`src/rtl/div_ctrl.sv`:
```
// Multi-cycle sequencer around the combinational div32 array divider: latches signed
// operands, holds their magnitudes while the array settles, then returns a sign-corrected quotient.

module div32 (
   input  logic [31:0] dividendshort,
   input  logic [31:0] divisor,
   output logic [31:0] quotient
);
   logic [32:0] rem;

   // Restoring long division, one quotient bit per unrolled stage.
   always_comb begin
      rem      = '0;
      quotient = '0;
      for (int unsigned i = 0; i < 32; i++) begin
         rem = {rem[31:0], dividendshort[31 - i]};
         if (rem >= {1'b0, divisor}) begin
            rem             = rem - {1'b0, divisor};
            quotient[31 - i] = 1'b1;
         end
      end
   end
endmodule

module div_ctrl #(
   parameter int unsigned SETTLE_CYCLES = 4,
   parameter int unsigned CNT_W         = 4
) (
   input  logic        clock,
   input  logic        reset,
   input  logic        ctrl_DIV,
   input  logic [31:0] data_operandA,
   input  logic [31:0] data_operandB,
   output logic [31:0] data_result,
   output logic        data_exception,
   output logic        data_resultRDY,
   output logic        busy
);
   typedef enum logic [1:0] {S_IDLE, S_BUSY, S_DONE} state_t;

   state_t            state_q;
   logic [CNT_W-1:0]  cnt_q;
   logic              sgn_q;
   logic              zero_q;
   logic [31:0]       mag_a_q;
   logic [31:0]       mag_b_q;
   logic [31:0]       quot_q;
   logic [31:0]       result_q;
   logic              exc_q;
   logic              rdy_q;

   logic [31:0]       mag_a_d;
   logic [31:0]       mag_b_d;
   logic [31:0]       div_q;

   always_comb begin
      mag_a_d = data_operandA[31] ? (32'd0 - data_operandA) : data_operandA;
      mag_b_d = data_operandB[31] ? (32'd0 - data_operandB) : data_operandB;
   end

   div32 u_div32 (
      .dividendshort (mag_a_q),
      .divisor       (mag_b_q),
      .quotient      (div_q)
   );

   // Outputs update on the DONE-exit edge, so a restart landing on DONE cannot
   // overwrite the result that accompanies the old operation's ready pulse.
   always_ff @(posedge clock or posedge reset) begin
      if (reset) begin
         state_q  <= S_IDLE;
         cnt_q    <= '0;
         sgn_q    <= 1'b0;
         zero_q   <= 1'b0;
         mag_a_q  <= '0;
         mag_b_q  <= '0;
         quot_q   <= '0;
         result_q <= '0;
         exc_q    <= 1'b0;
         rdy_q    <= 1'b0;
      end else begin
         rdy_q <= 1'b0;
         if (state_q == S_DONE) begin
            rdy_q    <= 1'b1;
            result_q <= zero_q ? '0 : quot_q;
            exc_q    <= zero_q;
         end
         if (ctrl_DIV) begin
            sgn_q   <= data_operandA[31] ^ data_operandB[31];
            mag_a_q <= mag_a_d;
            mag_b_q <= mag_b_d;
            cnt_q   <= CNT_W'(SETTLE_CYCLES - 1);
            zero_q  <= (data_operandB == '0);
            state_q <= (data_operandB == '0) ? S_DONE : S_BUSY;
         end else begin
            case (state_q)
               S_BUSY: begin
                  if (cnt_q == '0) begin
                     quot_q  <= sgn_q ? (32'd0 - div_q) : div_q;
                     state_q <= S_DONE;
                  end else begin
                     cnt_q <= cnt_q - 1'b1;
                  end
               end
               S_DONE:  state_q <= S_IDLE;
               default: state_q <= S_IDLE;
            endcase
         end
      end
   end

   assign data_result    = result_q;
   assign data_exception = exc_q;
   assign data_resultRDY = rdy_q;
   assign busy           = (state_q == S_BUSY);
endmodule

```
`config.mk`:
```
export PLATFORM = sky130hd
export DESIGN_NAME = div_ctrl
export DESIGN_NICKNAME = d
export VERILOG_FILES = /design/src/rtl/div_ctrl.sv
export SDC_FILE = /design/constraint.sdc
export NUM_CORES = 2
export LEC_CHECK = 0
export ABC_AREA = 1
export CAP_MARGIN = 40
export CORE_UTILIZATION = 61
export CTS_CLUSTER_SIZE = 40
export DETAILED_ROUTE_END_ITERATION = 8
export PLACE_DENSITY_LB_ADDON = 0.3
export SYNTH_ARGS = -nofsm -noshare
export SYNTH_HDL_FRONTEND = slang
export SYNTH_SLANG_ARGS = --single-unit
export TNS_END_PERCENT = 50
```
`constraint.sdc`:
```
create_clock -name clock -period 121.1 [get_ports clock]
set_input_delay 18.165 -clock clock [delete_from_list [all_inputs] [get_ports clock]]
set_output_delay 18.165 -clock clock [all_outputs]
set_load 0.01 [all_outputs]
```
Word-level counts from Yosys, hierarchy flattened --
Cells that the tools add are included.
Word-level totals: input bits 67, register bits 138, word-level logic and storage cells 163
Cells by class: $add $sub $neg 35, muxes and demuxes 75, $lt $le $gt $ge 32, bitwise operators 2, reductions and logical operators 5, equal/unequal tests 4
Operator list (count):
- 32-bit two-way mux | 35
- 33-bit by 32-bit >= comparator with 1-bit output | 31
- 32-bit subtractor | 30
- 1-bit by 32-bit subtractor with 32-bit output, first input constant | 3
- 1-bit two-way mux | 33
- 1-bit by 32-bit >= comparator with 1-bit output | 1
- 32-bit logical NOT | 1
- 1-bit by 32-bit subtractor with 32-bit output | 1
- 4-bit two-way mux | 3
- 2-bit two-way mux | 4
- 4-bit logical NOT | 1
- 4-bit by 1-bit subtractor with 4-bit output, second input constant | 1
- 3-bit by 2-bit inequality test with 1-bit output, second input constant | 1
- 3-bit AND reduction | 1
- 2-bit by 1-bit equality test with 1-bit output, second input constant | 1
- 2-bit equality test, second input constant | 1
- 2-bit inequality test, second input constant | 1
- 2-bit AND reduction | 1
- 2-bit nonzero test | 1
- 1-bit NOT | 1
- 1-bit XOR | 1

Logic depth before layout (Yosys ltp) --
depth in word-level cells 66, gate-level depth with buffers 940

Hierarchy --
A second synthesis with hierarchy kept.
Unflattened totals: cell total of the unflattened synthesis 10614, area, all modules 63712.4 µm²
By module, submodules not included:
- div32 | area an instance 55604.6 µm², cells each 9433, times used 1
- div_ctrl | area an instance 8107.8 µm², cells each 1181, times used 1

Worst setup path after synthesis --
OpenSTA, ideal clock, no wires.
kind register to register, start register mag_b_q[1], end register quot_q[20], cell stages (with the launch flop) 919, clock period less this slack 122088 ps, arrival time 121962 ps, setup slack -988 ps, required time 120974 ps, path through dfrtp_1 > inv_1 > ha_1 > nand3_1 > nor2_1 > nor2_1 > nor2_4 > inv_1 > clkbuf_1 > clkbuf_1 > a21oi_1 > ha_1 > nand2_1 > inv_2 > a21oi_1 > nand3_1 > nand2_1 > inv_1 > [883 not listed] > nand2_1 > inv_1 > o21ai_0 > o211a_1 > o21ai_0 > a221oi_1 > nand3_4 > inv_2 > ha_1 > nand3_1 > inv_2 > nand4_1 > inv_1 > nand3b_1 > o21ai_1 > nand2_1 > nand2_1 > o22ai_1
On the way: word-level cells in the longest chain between the ends 66, elaborated cells on any way between the ends 117, classes of those cells add/sub (32); order compare (32); mux (53)
Ends and longest elaborated chain:
- start, declared | line 46 | logic [31:0] mag_b_q;
- start signal, assigned | line 91 | mag_b_q <= mag_b_d;
- 1-bit by 32-bit subtractor with 32-bit output or 1-bit by 32-bit >= comparator with 1-bit output (tied branches) | line 18, 17
- 32-bit two-way mux | line 17 | if (rem >= {1'b0, divisor}) begin
- 32-bit subtractor or 33-bit by 32-bit >= comparator with 1-bit output (tied branches) | line 18, 17
- 32-bit two-way mux | line 17
- 32-bit subtractor or 33-bit by 32-bit >= comparator with 1-bit output (tied branches) | line 18, 17
- 32-bit two-way mux | line 17
- 32-bit subtractor or 33-bit by 32-bit >= comparator with 1-bit output (tied branches) | line 18, 17
- 32-bit two-way mux | line 17
- [50 not listed]
- 32-bit subtractor or 33-bit by 32-bit >= comparator with 1-bit output (tied branches) | line 18, 17
- 32-bit two-way mux | line 17
- 32-bit subtractor or 33-bit by 32-bit >= comparator with 1-bit output (tied branches) | line 18, 17
- 32-bit two-way mux | line 17
- 33-bit by 32-bit >= comparator with 1-bit output | line 17
- 1-bit two-way mux | line 17
- 1-bit by 32-bit subtractor with 32-bit output | line 99 | quot_q <= sgn_q ? (32'd0 - div_q) : div_q;
- 32-bit two-way mux (*) | line 99
- end signal, assigned | line 99
- end, declared | line 47 | logic [31:0] quot_q;
Mark *: on every way between the ends. The rest lies on a longest branch, timed or not. A chain may end at the register's enable or synchronous reset.

==> impl_metrics.tcl <==
set metrics [dict create \
    run_status "finished clean" \
    die_width_um 320 \
    cts_inserted_buffers 17 \
    postSynth.asyncResetShare_pct 100 \
    vias_per_cell 6.23 \
    cp_num_buf_inv 84 \
    yosys.area.top_type_share_pct 20.3 \
    finalWirelength_um 249000 \
    die_height_um 320 \
    synthTopCellsByArea "ha_1, nand2_1, o21ai_0" \
    ys_flop_type "dfrtp_1" \
    grt_pass1_vias 66700 \
    antenna_violating_nets_post_route 0 \
    timing.critical_path.arrival_ps 111170 \
    final-setup-viol-count 0 \
    global_route.usage.total_pct 46.1 \
    clkSlewWorstSetupHoldPaths_ps 80 \
    final_area_um2 67800 \
    clk-insertion-delay-late_ps 480 \
    yosysMostFrequentCell "nand2_1" \
    grt_start_max_net_pins 87 \
    pre_cts_ws_ps -2080 \
    clock_tree.buffer_depth 2 \
    ctsHtreeMaxLevel 4 \
    floorplan.initialDensity_pct 61.6 \
    cts_root_buf "clkbuf_16" \
    place_congestion 1.07 \
    share_of_cells_above_drive_strength_1_pct 8.09 \
    mappedNetlistArea_um2 61700 \
    final_hold_slack_ps 492 \
    end_kind "register" \
    critical_path.top_delay_family "compound AO/OA/AOI/OAI gates" \
    drt_iter0_drc 7706 \
    grt_antenna_before_repair 8 \
    fin_ws_ps 10290 \
    finalWorstPathRequiredPeriod_ps 110810 \
    ys_ff_latch 138 \
    ctsHoldBuffers 0 \
    worstPathMaxFanout 42 \
    hold_path.class "reg2reg" \
    core_area_um2 100000 \
    avgRoutedWirePerCell_um 21.2 \
    timing.critical_path.slowest_stage_cell "o21ai_0" \
    grt_pass1_wl_um 371000 \
    final_util_pct 67.7 \
    final_hold_viol_count 0 \
    avgSynthCellArea_um2 6.11 \
    synth-warning-count 0 \
    dpl_cell_area_um2 65800 \
    synthesis.nets 11200 \
    max_cap_violations 0 \
    crit_path_max_incr_delay_ps 600 \
    criticalPathCategory "reg2reg" \
    synth_common_cells "nand2_1, inv_1, o21ai_0" \
    netlist.top_cell.by_area "ha_1" \
    placement_rows 116 \
    final.fill_count 9291 \
    dieArea_um2 102000 \
    io-pin-count 102 \
    dp_hpwl_um 192000 \
    final.setup_skew_ps 15.9 \
    element_type_at_the_critical_path_start "register" \
    drt_pre_antenna_iters 9 \
    cts.sink_count 138 \
    worst_path_most_repeated_cell "nand2_1" \
    syn-instance-count 10100 \
    buffer_ports.inserted 101 \
    final_nets 11500 \
    slew_violations 0 \
    route.vias.total 73100 \
    timing.fmax_mhz 9.02 \
    seq_area_frac_synth_pct 5.60 \
    synth_enable_flop_cells 0 \
    tritoncts "done" \
    yosysUniqueCellTypes 70 \
    fin_crit_sh_pct 91.5 \
    max_slew.worst_pin.slew_ps 1010 \
    crit_required_ps 121460 \
    global_route.overflow_total 0 \
    drc_errors 0 \
    areaGrowthSynthToFinish_pct 9.84 \
    max-slew-margin-rel_pct 31.7 \
]
[cells by family (layout without fill, tap and decap cells)]
group | Yosys count | count (layout) | synth area share, %
flops | 138 | 138 | 5.60
xor+xnor | 933 | 933 | 13.2
other cells | 0 | 5 | 0
buf+inv | 1386 | 1708 | 9.01
fa+ha+maj | 1029 | 1029 | 21.2
compound gates | 2667 | 2667 | 23.5
simple gates | 3947 | 3958 | 27.4
[worst reg2reg max path: cells and delay by family, from the launching register on]
kind                     cells  cell delay, ps
AO/OA/AOI/OAI              345           54510
AND/OR/NAND/NOR            382           34630
adder cells (fa/ha/maj)     32           10630
buffers and inverters       83           10140
flip-flops                   1             420
XOR/XNOR                     1             420
[layout by cell type (no fill, tap or decap), drive strengths merged, types with 30 or more instances in the layout]
cell type / synthesis / final
xnor2: 479 / 479
dfrtp: 138 / 138
xor2: 454 / 454
inv: 1159 / 1159
a221o: 49 / 49
buf: 92 / 410
nand4: 86 / 86
a31oi: 54 / 54
nor2: 580 / 583
nor3: 85 / 85
nand2: 2580 / 2580
ha: 999 / 999
a21o: 50 / 50
a21oi: 1034 / 1034
a21boi: 51 / 51
nor4: 59 / 59
fa: 30 / 30
o211ai: 35 / 35
nand3: 500 / 508
o21bai: 62 / 62
clkdlybuf4s50: 0 / 101
o21ai: 1224 / 1224
or2: 40 / 40
[cell type report]
class	count	area [um2]	share of cell area, %
Multi-Input combinational cell	8587	53400	78.7
Clock buffer	17	425	0.628
Inverter	1162	4450	6.56
Sequential cell	138	3460	5.10
Tap cell	1298	1620	2.40
Clock inverter	15	164	0.242
Antenna cell	5	12.5	0.0185
Timing Repair inverter	3	17.5	0.0258
Timing Repair Buffer	511	4260	6.28
[state kept, by name, indices dropped and copies added (netlist names)]
signal          cells
quot_q             32
data_result        32
mag_a_q            32
data_resultRDY      1
state_q             2
data_exception      1
mag_b_q            32
zero_q              1
sgn_q               1
cnt_q               4
[path summary, 6_finish.rpt]
kind | startpoint | endpoint | slack, ps | depth (start not counted)
min reg2reg | quot_q[24] | quot_q[24] | 490 | 2
max reg2reg | mag_b_q[3] | quot_q[16] | 10290 | 843
min | quot_q[24] | quot_q[24] | 490 | 2
min in group asynchronous | reset | mag_a_q[29] | 18180 | 2
max | mag_b_q[3] | quot_q[16] | 10290 | 891
max in group asynchronous | reset | mag_b_q[1] | 101670 | 4
[repair_timing]
item | CTS | global route
hold endpoints to repair | 0 | 0
pin swaps | 2 | 39
endpoints found under the setup margin | 32 | 32
setup buffers | 0 | 69
cloned | 3 | 11
gates resized for setup | 15 | 290
[stage by stage]
step           instances  TNS (ps)
6_report           11700         0
4_1_cts            11600         0
3_5_place_dp       11600    -48380
5_1_grt            11700     -6510
2_1_floorplan      10100         0
3_3_place_gp       11600         0
[layer usage]
metal | routed length [um] | up-vias | track usage, %
met4 | 22600 | 8 | 34.9
met1 | 92400 | 33100 | 53.9
met2 | 107000 | 3931 | 73.0
li1 | - | 34900 | -
met5 | 50 | - | 0
met3 | 27100 | 1206 | 10.6
Power is left out: the tool's default activity adds up to more than one toggle a clock period on the data nets, which glitch-free logic cannot reach.
